<file path="config.mk">
export PLATFORM = sky130hd
export DESIGN_NAME = seg7_scan_driver
export DESIGN_NICKNAME = d
export VERILOG_FILES = /design/src/rtl/seg7_scan_driver.sv
export SDC_FILE = /design/constraint.sdc
export NUM_CORES = 1
export LEC_CHECK = 0
export CORE_ASPECT_RATIO = 1.2
export CORE_UTILIZATION = 55
export CTS_BUF_LIST = sky130_fd_sc_hd__clkbuf_8
export DETAILED_ROUTE_END_ITERATION = 6
export HOLD_SLACK_MARGIN = 0.15
export PLACE_DENSITY = 0.91
export RECOVER_POWER = 100
export SLEW_MARGIN = 25
export SYNTH_ARGS = -nofsm -noshare
export SYNTH_HDL_FRONTEND = slang
export SYNTH_SLANG_ARGS = --single-unit
</file>
<file path="constraint.sdc">
create_clock -name clk100MHz -period 4.8 [get_ports clk100MHz]
set_input_delay 0.72 -clock clk100MHz [delete_from_list [all_inputs] [get_ports clk100MHz]]
set_output_delay 0.72 -clock clk100MHz [all_outputs]
set_load 0.02 [all_outputs]
</file>
<file path="src/rtl/seg7_scan_driver.sv">
// Four-digit multiplexed seven-segment driver, scan strobed by clkSlow.
// Optional LEADING_ZERO_BLANK_EN suppresses leading zero digits.
module seg7_scan_driver #(
  parameter int BLANK_CYCLES   = 16,
  parameter bit SEG_ACTIVE_LOW = 1'b1
) (
  input  logic        clk100MHz,
  input  logic        rst,
  input  logic        clkSlow,
  input  logic        en,
  input  logic [15:0] value,
  input  logic [3:0]  dp_in,
  output logic [3:0]  an,
  output logic [6:0]  seg,
  output logic        dp
);

  typedef enum logic {
    BLANK,
    SHOW
  } state_t;

  localparam logic [7:0] BLANK_LAST = 8'(BLANK_CYCLES - 1);

  // Internal logic is active-low; these masks flip it for active-high pins.
  localparam logic [3:0] AN_X  = SEG_ACTIVE_LOW ? 4'h0 : 4'hf;
  localparam logic [6:0] SEG_X = SEG_ACTIVE_LOW ? 7'h00 : 7'h7f;
  localparam logic       DP_X  = ~SEG_ACTIVE_LOW;

  state_t      state;
  logic [1:0]  digit;
  logic [7:0]  blank_cnt;
  logic        slow_q;
  logic [15:0] shadow;
  logic [3:0]  shadow_dp;

  logic        tick;
  logic [3:0]  nib;
  logic [3:0]  show_an;
  logic [6:0]  show_seg;
  logic        show_dp;

  assign tick = clkSlow & ~slow_q;

  function automatic logic [6:0] hex7(input logic [3:0] h);
    logic [6:0] s;
    unique case (h)
      4'h0: s = 7'b1000000;
      4'h1: s = 7'b1111001;
      4'h2: s = 7'b0100100;
      4'h3: s = 7'b0110000;
      4'h4: s = 7'b0011001;
      4'h5: s = 7'b0010010;
      4'h6: s = 7'b0000010;
      4'h7: s = 7'b1111000;
      4'h8: s = 7'b0000000;
      4'h9: s = 7'b0010000;
      4'ha: s = 7'b0001000;
      4'hb: s = 7'b0000011;
      4'hc: s = 7'b1000110;
      4'hd: s = 7'b0100001;
      4'he: s = 7'b0000110;
      default: s = 7'b0001110;
    endcase
    return s;
  endfunction

  always_comb begin
    unique case (digit)
      2'd0: nib = shadow[3:0];
      2'd1: nib = shadow[7:4];
      2'd2: nib = shadow[11:8];
      default: nib = shadow[15:12];
    endcase
  end

`ifdef LEADING_ZERO_BLANK_EN
  logic [3:0] lz;

  always_comb begin
    lz[0] = 1'b0;
    lz[1] = shadow[15:4] == 12'h000;
    lz[2] = shadow[15:8] == 8'h00;
    lz[3] = shadow[15:12] == 4'h0;
  end
`endif

  always_comb begin
    show_an  = en ? ~(4'b0001 << digit) : 4'b1111;
    show_seg = hex7(nib);
    show_dp  = ~shadow_dp[digit];
`ifdef LEADING_ZERO_BLANK_EN
    // A requested dp keeps a leading-zero digit lit, dp only.
    if (lz[digit]) begin
      show_seg = 7'h7f;
      if (!shadow_dp[digit]) show_an = 4'b1111;
    end
`endif
  end

  always_ff @(posedge clk100MHz) begin
    if (rst) begin
      state     <= BLANK;
      digit     <= 2'd3;
      blank_cnt <= 8'd0;
      slow_q    <= 1'b0;
      shadow    <= 16'h0000;
      shadow_dp <= 4'b0000;
      an        <= 4'hf ^ AN_X;
      seg       <= 7'h7f ^ SEG_X;
      dp        <= 1'b1 ^ DP_X;
    end else begin
      slow_q <= clkSlow;
      unique case (state)
        BLANK: begin
          an  <= 4'hf ^ AN_X;
          seg <= 7'h7f ^ SEG_X;
          dp  <= 1'b1 ^ DP_X;
          if (blank_cnt == BLANK_LAST) begin
            state     <= SHOW;
            blank_cnt <= 8'd0;
            an        <= show_an ^ AN_X;
            seg       <= show_seg ^ SEG_X;
            dp        <= show_dp ^ DP_X;
          end else begin
            blank_cnt <= blank_cnt + 8'd1;
          end
        end
        default: begin
          if (tick) begin
            state <= BLANK;
            digit <= digit + 2'd1;
            an    <= 4'hf ^ AN_X;
            seg   <= 7'h7f ^ SEG_X;
            dp    <= 1'b1 ^ DP_X;
            // Whole frame uses one snapshot so digits never tear.
            if (digit == 2'd3) begin
              shadow    <= value;
              shadow_dp <= dp_in;
            end
          end else begin
            an  <= show_an ^ AN_X;
            seg <= show_seg ^ SEG_X;
            dp  <= show_dp ^ DP_X;
          end
        end
      endcase
    end
  end

endmodule

</file>
==> metrics.txt, run 1 <==
WL/cell=roughly 12 um; Clock Latency Late Sink=approximately 300 ps; GRT Total Usage=a little over a fifth; post-synthesis cell area=between 0.0015 and 0.002 sq mm; FF+latch count, synth=44; RSZ-0062 raised after global routing=no; Comb pwr share=about 4.6%; post-cts gate resize count=0; post-route clock period utilization=a little over three fifths; Clock transition at path regs=about 80 ps; arrival time at the worst endpoint=between 3000 and 4000 ps; Net Sw Frac=between 20% and 30%; nets=between 200 and 300; CTS root buffer=clkbuf_8; critical path class=primary input to flop; Bufs on Longest Clock Path=2; first-pass GRT wire length=roughly 5900 um; post-synthesis sequential area ratio=45.9%; Crit Path Max Fanout=25; post-synthesis net count=between 200 and 250; leakage=0.000826 uW; Synth cell types=34; Pre-antenna DRT Iters=5; IO Count=36; # diodes=0; largest stage delay on the critical path=around 1200 ps; Rows=23; Die Span X=about 56 um; Least-Margin Pin Slew=around 1400 ps; Routability Congestion=0.795; synth top area cells=dfxtp_1 (46%), nand2_1 (9.4%), ha_1 (7.8%); Ys Warns=0; Initial Util=a little under three fifths; final setup violation count=0; CTS Sinks=between 40 and 50; Num CTS Buffers=5; Tmin final=3020 ps; slowest CP cell=a211oi_1; fmax=0.331 GHz; worst-path cell chain=dlygate4sd3_1, a211oi_1, o221ai_1; Vias/cell=5.42; Seq pwr share=between 60% and 70%; die area=0.00373 sq mm; final setup TNS=0 ps; final WL=about 3500 um; Peak VDD IR=between 0.15 and 0.2 mV; # hold bufs at CTS=0; Final Hold Fails=0; initial antenna violation count=0; P_int=483 uW; largest area contributor in the netlist=dfxtp_1; core area=about 0.0033 sq mm; Max-Cap Viols=0; Mean Syn Cell Area=roughly 9.1 sq um; cells after synthesis=211; area fraction of the dominant cell type after synthesis=45.9%; CP Capture Type=flop; setup bufs post-CTS=0; dpl cell area=approximately 0.0023 sq mm; share of layout cells above drive strength 1=around 5.0%; WP data required=roughly 4900 ps; grt total ovfl=0; Switch Pwr=about 130 uW; Die H=about 67 um; H-Tree Depth=2; placed instance count=272; Rel. slew slack=between 3 and 4%; vias in the first global route=roughly 1400; clock power share=a little over a third; Finished Layout Cells=279; largest net degree at the start of global routing=26; CTS tree=yes; Finished Cell Area=0.00232 sq mm; Syn-to-layout area delta=20.9%; Max Transition Viols Final=0; HP Class=flop to flop; power per cell area=roughly 260 mW/mm^2; status=completed; Detail Route Antenna Nets=0; DP HPWL=2540 um; Residual DRC=0; CP Launch Type=primary input; PortBufs=35; Clock Skew=6.32 ps; Starting DRT DRC Count=53; Via Count=~1500; filler instances=269
[routing by layer]
layer / up-vias / part of all wire [%] / track usage [%]
li1: 775 / - / -
met1: 692 / 41 / 21.7
met2: 38 / 52 / 38.0
met3: 8 / 4.5 / 7.38
met4: 0 / 2.6 / 12.2
met5: - / 0 / 0
[stage by stage]
step	hold slack, ps	util (%)	power [uW]	worst slack, ps
6_report	457	69.5	611	1780
5_1_grt	481	69.5	638	1620
4_1_cts	461	69.8	616	2240
3_5_place_dp	450	67.5	407	1930
3_3_place_gp	440	67.5	406	1990
2_1_floorplan	433	-	386	2620
[cells by family after synthesis]
kind of cell / count (synthesis) / share of synthesized area, %
AND/OR/NAND/NOR: 78 / 18.4
flip-flops: 44 / 45.9
AO/OA/AOI/OAI: 39 / 13.4
buffers and inverters: 21 / 5.15
adder cells (fa/ha/maj): 12 / 7.83
multiplexers: 9 / 5.61
XOR/XNOR: 8 / 3.65
[worst paths after layout]
kind	start	slack, ps	cells after the start	endpoint
worst min-delay path	shadow[14]$_SDFFE_PP0P_	460	2	shadow[14]$_SDFFE_PP0P_
worst min register to register	shadow[14]$_SDFFE_PP0P_	460	2	shadow[14]$_SDFFE_PP0P_
worst max-delay path	rst	1780	3	seg[2]$_SDFF_PP1_
worst max register to register	blank_cnt[4]$_SDFFE_PP0N_	2280	4	seg[2]$_SDFF_PP1_
[sequential cells by signal, summed over array words and instances, names as in the netlist]
signal and count:
shadow 16, blank_cnt 8, seg 7, an 4, shadow_dp 4, digit 2
dp 1, slow_q 1, state 1
[power by group through the flow]
stage / Clock, uW / Combinational (uW) / Sequential (uW)
after detailed placement: 0 / 28.5 / 378
after floorplan: 0 / 8.59 / 378
after global routing: 238 / 30.8 / 370
after CTS: 217 / 28.7 / 370
final: 213 / 28.3 / 369
after global placement: 0 / 28.0 / 378
[area by class of cell]
cell class,count,area [sq um],area share (%)
flip-flops and latches,44,881,38.0
repair buffers,35,350,15.1
well taps,37,46.3,2.00
inverters,10,37.5,1.62
multi-input cells,146,926,39.9
clock inverters,2,8.76,0.378
clock buffers,5,68.8,2.97
[placed cells by master (no fill, tap or decap), types with 4 or more instances in the layout]
cell | synthesis | final
nand2_1 | 48 | 48
dfxtp_1 | 44 | 44
a21oi_1 | 23 | 23
clkdlybuf4s50_1 | 0 | 21
dlygate4sd3_1 | 0 | 14
ha_1 | 12 | 12
inv_1 | 10 | 11
nor2_1 | 9 | 10
mux2i_1 | 7 | 7
nand3_1 | 7 | 7
xnor2_1 | 5 | 5
clkbuf_8 | 0 | 5
a222oi_1 | 4 | 4
[cell usage after synthesis, drive strengths merged]
cell type	count
a211oi	2
a21oi	23
a222oi	4
and2	1
and3	3
and4b	1
buf	5
clkbuf	6
dfxtp	44
ha	12
inv	10
mux2	1
mux2i	7
mux4	1
nand2	48
nand2b	3
nand3	7
nand4	1
nor2	10
nor2b	3
nor4	1
o211ai	2
o21ai	3
o221ai	4
o22ai	1
xnor2	5
xor2	3
[critical path: cells and delay by family]
kind	cells	cell delay, ps
compound gates	2	1550
buf+inv	1	840
No activity file was read; power rests on OpenSTA's default activity.
==> run 2: changes to the inputs <==
- CORE_UTILIZATION: 55 -> 48
- PLACE_DENSITY: 0.91 -> 0.84
- clock period: 4.8 -> 2.63 ns (I/O delays scaled with it)
==> run 2 against run 1 <==
Clock skew up 3.8 ps. Sequential power grew 83%. Non-clock buffer count is 3 higher. First-iteration DRC count increased by 9.4%. Via count down 0.93%. Clock-buffer cell count up 1. Clock power increased by 100%. Largest cell class unchanged. Sequential cell count unchanged. Register-to-register slack lost 2000 ps. Routed wire length up 3.5%. Critical endpoint is now seg[6]$_SDFF_PP1_. Worst setup slack worse by 1500 ps.
==> metrics.txt, run 2 (synthesis gave the netlist of run 1 again) <==
status=completed (unchanged); Die H=71.2 um (was 66.7 um); most common cell after layout, fill and taps aside=nand2_1 (unchanged); R2R depth=8 (was 4); final setup TNS=0 ps (unchanged); Num CTS Buffers=5 (unchanged); sequential cell area=881 sq um (unchanged); Peak VDD IR=0.276 mV (was 0.196 mV); Hold Path Depth=2 (unchanged); Initial Util=51.5% (was 57.5%); Clock Latency Late Sink=300 ps (about the same); Rel. slew slack=41.6% (was 3.40%); Detail Route Antenna Nets=0 (unchanged); Max Transition Viols Final=0 (unchanged); Largest register FFs=16 (unchanged); Pre-antenna DRT Iters=5 (unchanged); launch point of the worst path=digit[0]$_SDFFE_PP1P_ (was rst); PortBufs=35 (unchanged); largest registers=shadow: 16 flops, blank_cnt: 8 flops, seg: 7 flops (unchanged); Place WS=265 ps (was 1930 ps); Starting DRT DRC Count=58 (was 53); fmax=around 0.42 GHz; CTS root buffer=clkbuf_8 (unchanged); leakage=0.000831 uW (was 0.000826 uW); share of layout cells above drive strength 1=6.50% (was 4.96%); HP Class=flop to flop (unchanged); post-cts gate resize count=0 (unchanged); Crit Path Max Fanout=6 (was 25); reg2reg start=digit[0]$_SDFFE_PP1P_ (was blank_cnt[4]$_SDFFE_PP0N_); core area=0.00372 sq mm (was 0.00334 sq mm); IO Count=36 (unchanged); Via Count=1499 (was 1513); CTS Sinks=44 (unchanged); nets=281 (was 278); Final Hold Fails=0 (unchanged); GRT Total Usage=19.0% (was 21.3%); first-pass GRT wire length=6010 um (was 5890 um); Rows=24 (was 23); H-Tree Depth=2 (unchanged); final setup violation count=0 (unchanged); post-route clock period utilization=roughly 90%; vias in the first global route=1434 (was 1401); initial antenna violation count=0 (unchanged); Bufs on Longest Clock Path=2 (unchanged); Clock transition at path regs=80 ps (about the same); WL/cell=12.0 um (was 12.4 um); Finished Layout Cells=298 (was 279); worst hold start=shadow[5]$_SDFFE_PP0P_ (was shadow[14]$_SDFFE_PP0P_); placed instance count=290 (was 272); CP Launch Type=flop (was primary input); Routability Congestion=0.824 (was 0.795); Die Span X=59.7 um (was 55.9 um); Tmin final=roughly 2400 ps; grt total ovfl=0 (unchanged); # diodes=0 (unchanged); filler instances=347 (was 269); # hold bufs at CTS=0 (unchanged); final WL=3590 um (was 3470 um); DP HPWL=2580 um (was 2540 um); Syn-to-layout area delta=23.7% (was 20.9%); Clock Skew=10.1 ps (was 6.32 ps); CP Capture Type=flop (unchanged); Max-Cap Viols=0 (unchanged); RSZ-0062 raised after global routing=no (unchanged); Reg with most FFs=shadow (unchanged); arrival time at the worst endpoint=2510 ps (was 3120 ps); Vias/cell=5.03 (was 5.42); multi-input logic area=923 sq um (was 926 sq um); largest net degree at the start of global routing=24 (was 26); setup bufs post-CTS=0 (unchanged); most frequent cells in the layout=nand2_1 (48), dfxtp_1 (44), a21oi_1 (23) (unchanged); Residual DRC=0 (unchanged); Worst Slack Setup Final=276 ps (was 1780 ps); Least-Margin Pin Slew=876 ps (was 1440 ps); power per cell area=489 mW/mm^2 (was 264 mW/mm^2); CTS tree=yes (unchanged); WP data required=2790 ps (was 4900 ps); critical path class=flop to flop (was primary input to flop); die area=0.00425 sq mm (was 0.00373 sq mm)
[run 2: cell type report]
class | instances | share of cell area [%]
multi-input combinational | 146 | 38.9
sequential | 44 | 37.1
timing repair buffer | 38 | 15.6
clock buffer | 6 | 3.48
tap | 52 | 2.74
inverter | 10 | 1.58
clock inverter | 2 | 0.633
[run 2: through the flow]
stage | total power, uW | area [sq um] | hold WS [ps] | utilization [%]
2_1_floorplan | 705 | 1920 | 433 | -
3_3_place_gp | 743 | 2290 | 446 | 61.6
3_5_place_dp | 743 | 2290 | 447 | 61.6
4_1_cts | 1170 | 2390 | 459 | 64.2
5_1_grt | 1210 | 2370 | 479 | 63.7
6_report | 1160 | 2370 | 456 | 63.7
[run 2: path summary, 6_finish.rpt]
kind                            endpoint  slack (ps)
setup / recovery       seg[6]$_SDFF_PP1_         280
hold / removal    shadow[5]$_SDFFE_PP0P_         460
setup reg to reg       seg[6]$_SDFF_PP1_         280
hold reg to reg   shadow[5]$_SDFFE_PP0P_         460
[run 2: routing by layer]
| metal | global-route usage, % | wire length [um] |
|---|---|---|
| met5 | 0 | 0 |
| met4 | 6.98 | 67 |
| met3 | 6.68 | 141 |
| met2 | 32.2 | 1820 |
| met1 | 21.4 | 1560 |
[run 2: worst max-delay path: stages (launching register included)]
cell,delay [ps]
dfxtp_1,450
inv_1,100
ha_1,270
a222oi_1,390
mux2i_1,270
ha_1,290
nor2b_1,150
a21oi_1,200
o221ai_2,100
[run 2: report_power, final]
| part | switching, uW | internal (uW) |
|---|---|---|
| Combinational | 16.1 | 35.4 |
| Sequential | 3.58 | 670 |
| Clock | 224 | 212 |
